<file path="config.mk">
export PLATFORM = sky130hd
export DESIGN_NAME = fetch_pc_unit
export DESIGN_NICKNAME = d
export VERILOG_FILES = /design/src/rtl/mips_pkg.sv /design/src/rtl/fetch_next_pc_sel.sv /design/src/rtl/fetch_pc_unit.sv
export SDC_FILE = /design/constraint.sdc
export NUM_CORES = 1
export LEC_CHECK = 0
export ABC_AREA = 1
export CORE_MARGIN = 3
export CORE_UTILIZATION = 40
export DETAILED_ROUTE_END_ITERATION = 8
export HOLD_SLACK_MARGIN = 0.03
export MAX_ROUTING_LAYER = met4
export PLACE_DENSITY = 0.78
export SETUP_SLACK_MARGIN = 0.2
export SLEW_MARGIN = 25
export SYNTH_ARGS = -nofsm -noshare
export SYNTH_HDL_FRONTEND = slang
export SYNTH_HIERARCHICAL = 1
export SYNTH_SLANG_ARGS = --single-unit
</file>
<file path="constraint.sdc">
create_clock -name clk -period 1.7 [get_ports clk]
set_input_delay 0.34 -clock clk [delete_from_list [all_inputs] [get_ports clk]]
set_output_delay 0.34 -clock clk [all_outputs]
set_load 0.01 [all_outputs]
</file>
<file path="src/rtl/mips_pkg.sv">
// Shared definitions for the MIPS core front end: fetch FSM encoding, default
// reset/exception addresses, exception cause codes and a word-alignment helper.
package mips_pkg;

    localparam int unsigned XLEN   = 32;
    localparam int unsigned CAUSEW = 5;

    // Fetch sequencer states
    localparam logic [0:0] ST_RUN   = 1'b0;
    localparam logic [0:0] ST_FLUSH = 1'b1;

    localparam logic [XLEN-1:0] DEF_RESET_PC   = 32'h0000_0000;
    localparam logic [XLEN-1:0] DEF_EXC_VECTOR = 32'h8000_0180;

    // Cause codes
    localparam logic [CAUSEW-1:0] CAUSE_INT  = 5'd0;
    localparam logic [CAUSEW-1:0] CAUSE_ADEL = 5'd4;
    localparam logic [CAUSEW-1:0] CAUSE_ADES = 5'd5;
    localparam logic [CAUSEW-1:0] CAUSE_SYS  = 5'd8;
    localparam logic [CAUSEW-1:0] CAUSE_BP   = 5'd9;
    localparam logic [CAUSEW-1:0] CAUSE_RI   = 5'd10;
    localparam logic [CAUSEW-1:0] CAUSE_OV   = 5'd12;

    // Clear the byte-offset bits of a fetch target
    function automatic logic [XLEN-1:0] word_align(input logic [XLEN-1:0] a);
        word_align = {a[XLEN-1:2], 2'b00};
    endfunction

endpackage

</file>
<file path="src/rtl/fetch_next_pc_sel.sv">
// Combinational next-PC priority mux for the RUN state:
// exception > eret > stall > jump > branch > sequential.
module fetch_next_pc_sel
    import mips_pkg::*;
#(
    parameter int unsigned WIDTH_32 = XLEN
) (
    input  logic [WIDTH_32-1:0] pc,
    input  logic [WIDTH_32-1:0] pc_plus4,
    input  logic                exc_req,
    input  logic [WIDTH_32-1:0] exc_tgt,
    input  logic                eret,
    input  logic [WIDTH_32-1:0] epc,
    input  logic                stall,
    input  logic                jump,
    input  logic [WIDTH_32-1:0] jump_tgt,
    input  logic                branch,
    input  logic [WIDTH_32-1:0] branch_tgt,
    output logic [WIDTH_32-1:0] next_pc
);

    localparam logic [WIDTH_32-1:0] ALIGN_MASK = ~WIDTH_32'(3);

    always_comb begin
        next_pc = pc_plus4;
        if (exc_req) begin
            next_pc = exc_tgt;
        end else if (eret) begin
            next_pc = epc & ALIGN_MASK;
        end else if (stall) begin
            next_pc = pc;
        end else if (jump) begin
            next_pc = jump_tgt & ALIGN_MASK;
        end else if (branch) begin
            next_pc = branch_tgt & ALIGN_MASK;
        end
    end

endmodule

</file>
<file path="src/rtl/fetch_pc_unit.sv">
// Fetch-stage PC unit: PC register, EPC/Cause capture and post-exception flush sequencer.
// Define VECTORED_EXC_EN to dispatch exceptions to per-cause 32-byte handler slots.
module fetch_pc_unit
    import mips_pkg::*;
#(
    parameter int unsigned     WIDTH_32     = XLEN,
    parameter int unsigned     WIDTH_5      = CAUSEW,
    parameter logic [31:0]     RESET_PC     = DEF_RESET_PC,
    parameter logic [31:0]     EXC_VECTOR   = DEF_EXC_VECTOR,
    parameter int unsigned     FLUSH_CYCLES = 3
) (
    input  logic                clk,
    input  logic                rst,
    input  logic                stall_F,
    input  logic                branch_D,
    input  logic [WIDTH_32-1:0] branch_tgt_D,
    input  logic                jump_D,
    input  logic [WIDTH_32-1:0] jump_tgt_D,
    input  logic                eret_D,
    input  logic                exc_req_W,
    input  logic [WIDTH_5-1:0]  exc_cause_W,
    input  logic [WIDTH_32-1:0] exc_pc_W,
    output logic [WIDTH_32-1:0] PC_F,
    output logic [WIDTH_32-1:0] PC_plus4_F,
    output logic                fetch_vld_F,
    output logic                flush_req,
    output logic [WIDTH_32-1:0] epc,
    output logic [WIDTH_5-1:0]  cause
);

    localparam int unsigned CNT_W = 4;

    logic [0:0]          state, state_nxt;
    logic [CNT_W-1:0]    cnt, cnt_nxt;
    logic [WIDTH_32-1:0] pc_nxt, epc_nxt, sel_pc, exc_tgt;
    logic [WIDTH_5-1:0]  cause_nxt;
    logic                flush_nxt, vld_nxt;

    assign PC_plus4_F = PC_F + WIDTH_32'(4);

`ifdef VECTORED_EXC_EN
    assign exc_tgt = WIDTH_32'(EXC_VECTOR) + (WIDTH_32'(exc_cause_W) << 5);
`else
    assign exc_tgt = WIDTH_32'(EXC_VECTOR);
`endif

    fetch_next_pc_sel #(
        .WIDTH_32 (WIDTH_32)
    ) u_sel (
        .pc         (PC_F),
        .pc_plus4   (PC_plus4_F),
        .exc_req    (exc_req_W),
        .exc_tgt    (exc_tgt),
        .eret       (eret_D),
        .epc        (epc),
        .stall      (stall_F),
        .jump       (jump_D),
        .jump_tgt   (jump_tgt_D),
        .branch     (branch_D),
        .branch_tgt (branch_tgt_D),
        .next_pc    (sel_pc)
    );

    // Next-state and next-output logic; FLUSH ignores every pipeline request
    always_comb begin
        state_nxt = state;
        cnt_nxt   = cnt;
        pc_nxt    = PC_F;
        epc_nxt   = epc;
        cause_nxt = cause;
        flush_nxt = flush_req;
        vld_nxt   = fetch_vld_F;
        case (state)
            ST_RUN: begin
                pc_nxt = sel_pc;
                if (exc_req_W) begin
                    epc_nxt   = exc_pc_W;
                    cause_nxt = exc_cause_W;
                    cnt_nxt   = CNT_W'(FLUSH_CYCLES - 1);
                    state_nxt = ST_FLUSH;
                    flush_nxt = 1'b1;
                    vld_nxt   = 1'b0;
                end
            end
            ST_FLUSH: begin
                if (cnt == '0) begin
                    state_nxt = ST_RUN;
                    flush_nxt = 1'b0;
                    vld_nxt   = 1'b1;
                end else begin
                    cnt_nxt = cnt - CNT_W'(1);
                end
            end
            default: begin
                state_nxt = ST_RUN;
                flush_nxt = 1'b0;
                vld_nxt   = 1'b1;
            end
        endcase
    end

    always_ff @(posedge clk) begin
        if (rst) begin
            state       <= ST_RUN;
            cnt         <= '0;
            PC_F        <= WIDTH_32'(RESET_PC);
            epc         <= '0;
            cause       <= '0;
            flush_req   <= 1'b0;
            fetch_vld_F <= 1'b1;
        end else begin
            state       <= state_nxt;
            cnt         <= cnt_nxt;
            PC_F        <= pc_nxt;
            epc         <= epc_nxt;
            cause       <= cause_nxt;
            flush_req   <= flush_nxt;
            fetch_vld_F <= vld_nxt;
        end
    end

endmodule

</file>
==> tab_implementation.tex <==
\begin{tabular}{lr}
\hline
Metric & Value \\
\hline
\multicolumn{2}{l}{\textbf{Outcome}} \\
\quad Result of the run & finished, violations left \\
\quad Violated checks & negative setup slack \\
\multicolumn{2}{l}{\textbf{Run}} \\
\quad Maxcap violations & 0 \\
\multicolumn{2}{l}{\textbf{Floorplanning}} \\
\quad Top-Level Pins & $\sim$210 \\
\quad Core Region & 12310 sq um \\
\quad Die X-Extent & between 100 and 150 um \\
\quad Initial core utilization & 41.95\% \\
\quad Core Rows & 40 \\
\quad Die boundary height & about 120 um \\
\quad Area enclosed by the die boundary & 14310 sq um \\
\multicolumn{2}{l}{\textbf{Timing}} \\
\quad RSZ-0062 raised after global routing & yes \\
\quad Number of failing setup endpoints in the final timing report & 55 \\
\quad Total count of max-transition violations in the final report & 0 \\
\quad Hold violation total from the final report & 0 \\
\quad Post-route setup slack & -0.3913 ns \\
\quad Share of the cycle needed by the critical path after routing & 123.0\% \\
\quad Setup tns final & -13.96 ns \\
\quad Peak clock frequency supported by timing & about 0.48 GHz \\
\quad Layout Skew & approximately 0.013 ns \\
\quad Time the worst path needs with I/O delays and setup & $\sim$2.1 ns \\
\multicolumn{2}{l}{\textbf{Synth}} \\
\quad Most used flip-flop cell after synthesis & sky130\_fd\_sc\_hd\_\_dfxtp\_1 \\
\quad Synthesized cell area & slightly above 5000 sq um \\
\quad Fraction of the yosys area taken by sequential cells & between 20 and 30\% \\
\quad Syn avg cell area & between 5 and 6 sq um \\
\quad Distinct cells, synth & 31 \\
\quad EDFF count, synth & 0 \\
\quad Ys Warns & 6 \\
\quad Synthesized instance count & about 870 \\
\quad Share of synthesized flip-flops with an asynchronous set or reset & 0\% \\
\quad Register bit total from synthesis & between 70 and 80 \\
\multicolumn{2}{l}{\textbf{Final layout}} \\
\quad Relative area change from synthesis to final layout & 84.11\% \\
\quad Fraction of layout cells with a size suffix above 1 & about a third \\
\quad Final cell area excluding filler cells & roughly 9500 sq um \\
\quad Antenna cells & 0 \\
\quad Final-stage net count & 1297 \\
\multicolumn{2}{l}{\textbf{Placement}} \\
\quad Weighted congestion reported at the end of routability-driven placement & between 0.9 and 1 \\
\quad Post-DP HPWL & around 15000 um \\
\quad Cell area after placement & around 8300 sq um \\
\quad I/O Buffers & 206 \\
\multicolumn{2}{l}{\textbf{Route}} \\
\quad Average vias per placed instance & between 5 and 6 \\
\quad Number of detailed-route iterations in the first pass & 8 \\
\quad DR vias & approximately 7500 \\
\quad Post-route DRC & 0 \\
\quad Remaining number of nets flagged by the antenna check after routing & 0 \\
\quad Aggregate routed wire length & around 25000 um \\
\quad Routed wire length per instance & $\sim$18 um \\
\quad Initial detailed-routing violation count & approximately 860 \\
\multicolumn{2}{l}{\textbf{CTS}} \\
\quad Maximum count of clock buffers along a single path & 2 \\
\quad Worst-skew pair later-pin latency & $\sim$0.35 ns \\
\quad Hold\_buf cts & 0 \\
\quad Clock Sinks & 76 \\
\quad Worst-path clk slew & about 0.08 ns \\
\quad Cell at the root of the clock tree & sky130\_fd\_sc\_hd\_\_clkbuf\_16 \\
\quad Maximum level of the CTS H-tree & 3 \\
\quad Clock tree from TritonCTS & done \\
\quad TritonCTS Buffers & 9 \\
\multicolumn{2}{l}{\textbf{Critical path}} \\
\quad FF-to-FF path depth & 14 \\
\quad Crit-path max FO & 4 \\
\quad R2R Path End & PC\_F[28] \\
\quad Data arrival time of the critical path & approximately 2.3 ns \\
\quad Capture point of the critical path & PC\_F[28] \\
\quad Req. time, crit path & 1.92 ns \\
\quad Worst Path Class, Setup & reg2reg \\
\quad Element type at the critical path end & register \\
\quad Origin of the worst setup path & PC\_F[22] \\
\quad Beginning of the worst register-to-register path & PC\_F[22] \\
\quad Worst-case register-to-register setup slack & -0.39 ns \\
\quad Startpoint type of the worst setup path & register \\
\multicolumn{2}{l}{\textbf{GRT}} \\
\quad Number of antenna violations at the first check in global routing & 0 \\
\quad Global routing usage summed across all routing layers & 30.22\% \\
\quad Pin count of the biggest net entering global routing & 63 \\
\quad Overflow left after global routing & 0 \\
\quad Vias in the first global route & approximately 6600 \\
\quad First-pass GRT wire length & around 34000 um \\
\multicolumn{2}{l}{\textbf{Power}} \\
\quad Total chip power & 0.006305 W \\
\quad Total leakage power & between 4 and 5 nW \\
\quad Worst vdd ir & approximately 0.00061 V \\
\quad Pwr Density & 663.0 nW/um\^{}2 \\
\multicolumn{2}{l}{\textbf{Worst hold path}} \\
\quad Class of the tightest hold or removal check & reg2reg \\
\hline
\end{tabular}
## power breakdown
group	internal (W)	switching [W]
combinational	0.00108	0.00118
sequential	0.00195	0.000194
clock	0.00101	0.000894
## what timing repair did
| item | in CTS | in global routing |
|---|---|---|
| gates cloned | 1 | 0 |
| resized for setup | 341 | 139 |
| buffers inserted | 19 | 16 |
| setup endpoints to repair | 136 | 104 |
| pin swaps | 60 | 89 |
## synthesized netlist by cell type (2+ instances only)
| cell | instances | area [sq um] |
|---|---|---|
| sky130_fd_sc_hd__nand2_1 | 218 | 818.3 |
| sky130_fd_sc_hd__nor2_1 | 201 | 754.5 |
| sky130_fd_sc_hd__o21ai_0 | 93 | 465.5 |
| sky130_fd_sc_hd__dfxtp_1 | 76 | 1521 |
| sky130_fd_sc_hd__a21oi_1 | 57 | 285.3 |
| sky130_fd_sc_hd__inv_1 | 40 | 150.1 |
| sky130_fd_sc_hd__o21ai_1 | 29 | 145.1 |
| sky130_fd_sc_hd__nand3_1 | 26 | 130.1 |
| sky130_fd_sc_hd__a22oi_1 | 24 | 180.2 |
| sky130_fd_sc_hd__clkbuf_1 | 21 | 78.83 |
| sky130_fd_sc_hd__buf_2 | 18 | 90.09 |
| sky130_fd_sc_hd__xnor2_1 | 8 | 70.07 |
| sky130_fd_sc_hd__buf_4 | 6 | 45.04 |
| sky130_fd_sc_hd__nand2_2 | 6 | 37.54 |
| sky130_fd_sc_hd__xor2_1 | 6 | 52.55 |
| sky130_fd_sc_hd__nand3b_1 | 5 | 37.54 |
| sky130_fd_sc_hd__nor2_2 | 5 | 31.28 |
| sky130_fd_sc_hd__nor2_4 | 5 | 56.30 |
| sky130_fd_sc_hd__inv_2 | 4 | 15.01 |
| sky130_fd_sc_hd__buf_6 | 3 | 33.78 |
| sky130_fd_sc_hd__ha_1 | 3 | 37.54 |
| sky130_fd_sc_hd__buf_1 | 2 | 7.510 |
| sky130_fd_sc_hd__conb_1 | 2 | 7.510 |
| sky130_fd_sc_hd__nand2_4 | 2 | 22.52 |
| sky130_fd_sc_hd__nor2_8 | 2 | 40.04 |
## cells in the final DEF, fill, tap and decap left out, drive strengths merged, types with 10 or more instances in the layout
| master | count |
|---|---|
| inv | 47 |
| nand2 | 226 |
| nand3 | 27 |
| buf | 153 |
| dfxtp | 76 |
| clkbuf | 15 |
| o21ai | 122 |
| a22oi | 24 |
| conb | 32 |
| a21oi | 57 |
| dlygate4sd2 | 56 |
| clkdlybuf4s50 | 101 |
| clkdlybuf4s15 | 10 |
| nor2 | 214 |
## layer usage
layer / wire, um / track usage [%]
met1: 9400 / 38.44
met2: 11540 / 48.66
met3: 2709 / 5.655
met4: 1230 / 10.02
met5: 0 / -
## sequential cells by signal, summed over array words and instances (netlist names)
register     flops
cnt              4
flush_req        1
PC_F            32
epc             32
cause            5
state            1
fetch_vld_F      1
## worst min-delay path by stage
stage	cells after the start	slack, ns	to	startpoint
2_1_floorplan	1	0.41	cnt[1]	rst
5_1_grt	2	0.50	cause[0]	cause[0]
3_3_place_gp	2	0.46	fetch_vld_F	fetch_vld_F
3_5_place_dp	2	0.47	fetch_vld_F	fetch_vld_F
6_report	2	0.48	cause[3]	cause[3]
4_1_cts	2	0.48	fetch_vld_F	fetch_vld_F
## through the flow
stage | utilization (%) | hold WS [ns] | worst slack (ns) | instances
finish | 77.24 | 0.4790 | -0.3913 | 1359
detailed placement | 67.39 | 0.4683 | -0.3430 | 1307
floorplan | - | 0.4091 | 0.003017 | 898
global placement | 67.39 | 0.4605 | -0.3105 | 1307
CTS | 72.67 | 0.4829 | -0.3278 | 1343
global route | 77.24 | 0.5031 | -0.4515 | 1359
## worst max-delay path, cell delays in order, from the launching register on
cell	delay [ns]
sky130_fd_sc_hd__dfxtp_4	0.40
sky130_fd_sc_hd__nand2_1	0.14
sky130_fd_sc_hd__nor2_1	0.19
sky130_fd_sc_hd__nand2_1	0.12
sky130_fd_sc_hd__nor2_4	0.09
sky130_fd_sc_hd__nand2_1	0.07
sky130_fd_sc_hd__nand2_1	0.13
sky130_fd_sc_hd__nand2_2	0.09
sky130_fd_sc_hd__buf_6	0.13
sky130_fd_sc_hd__nand2_4	0.06
sky130_fd_sc_hd__a21oi_2	0.04
sky130_fd_sc_hd__nor2_1	0.18
sky130_fd_sc_hd__o21ai_1	0.10
sky130_fd_sc_hd__o21ai_1	0.16
sky130_fd_sc_hd__a21oi_1	0.06
## kinds of logic after synthesis
group,count (synthesis),share of synthesized area (%)
simple gates,472,37.65
compound gates,203,20.83
buf+inv,97,8.503
flops,76,29.46
xor+xnor,15,2.689
fa+ha+maj,3,0.7268
other cells,2,0.1454
## cell type report
type,instances,area (sq um)
clock buffer,9,225.2
clock inverter,7,57.56
fill,877,2803
inverter,46,186.4
multi-input combinational,726,4120
sequential,76,1603
tap,168,210.2
timing repair buffer,327,3107
No activity file was read; power rests on OpenSTA's default activity.
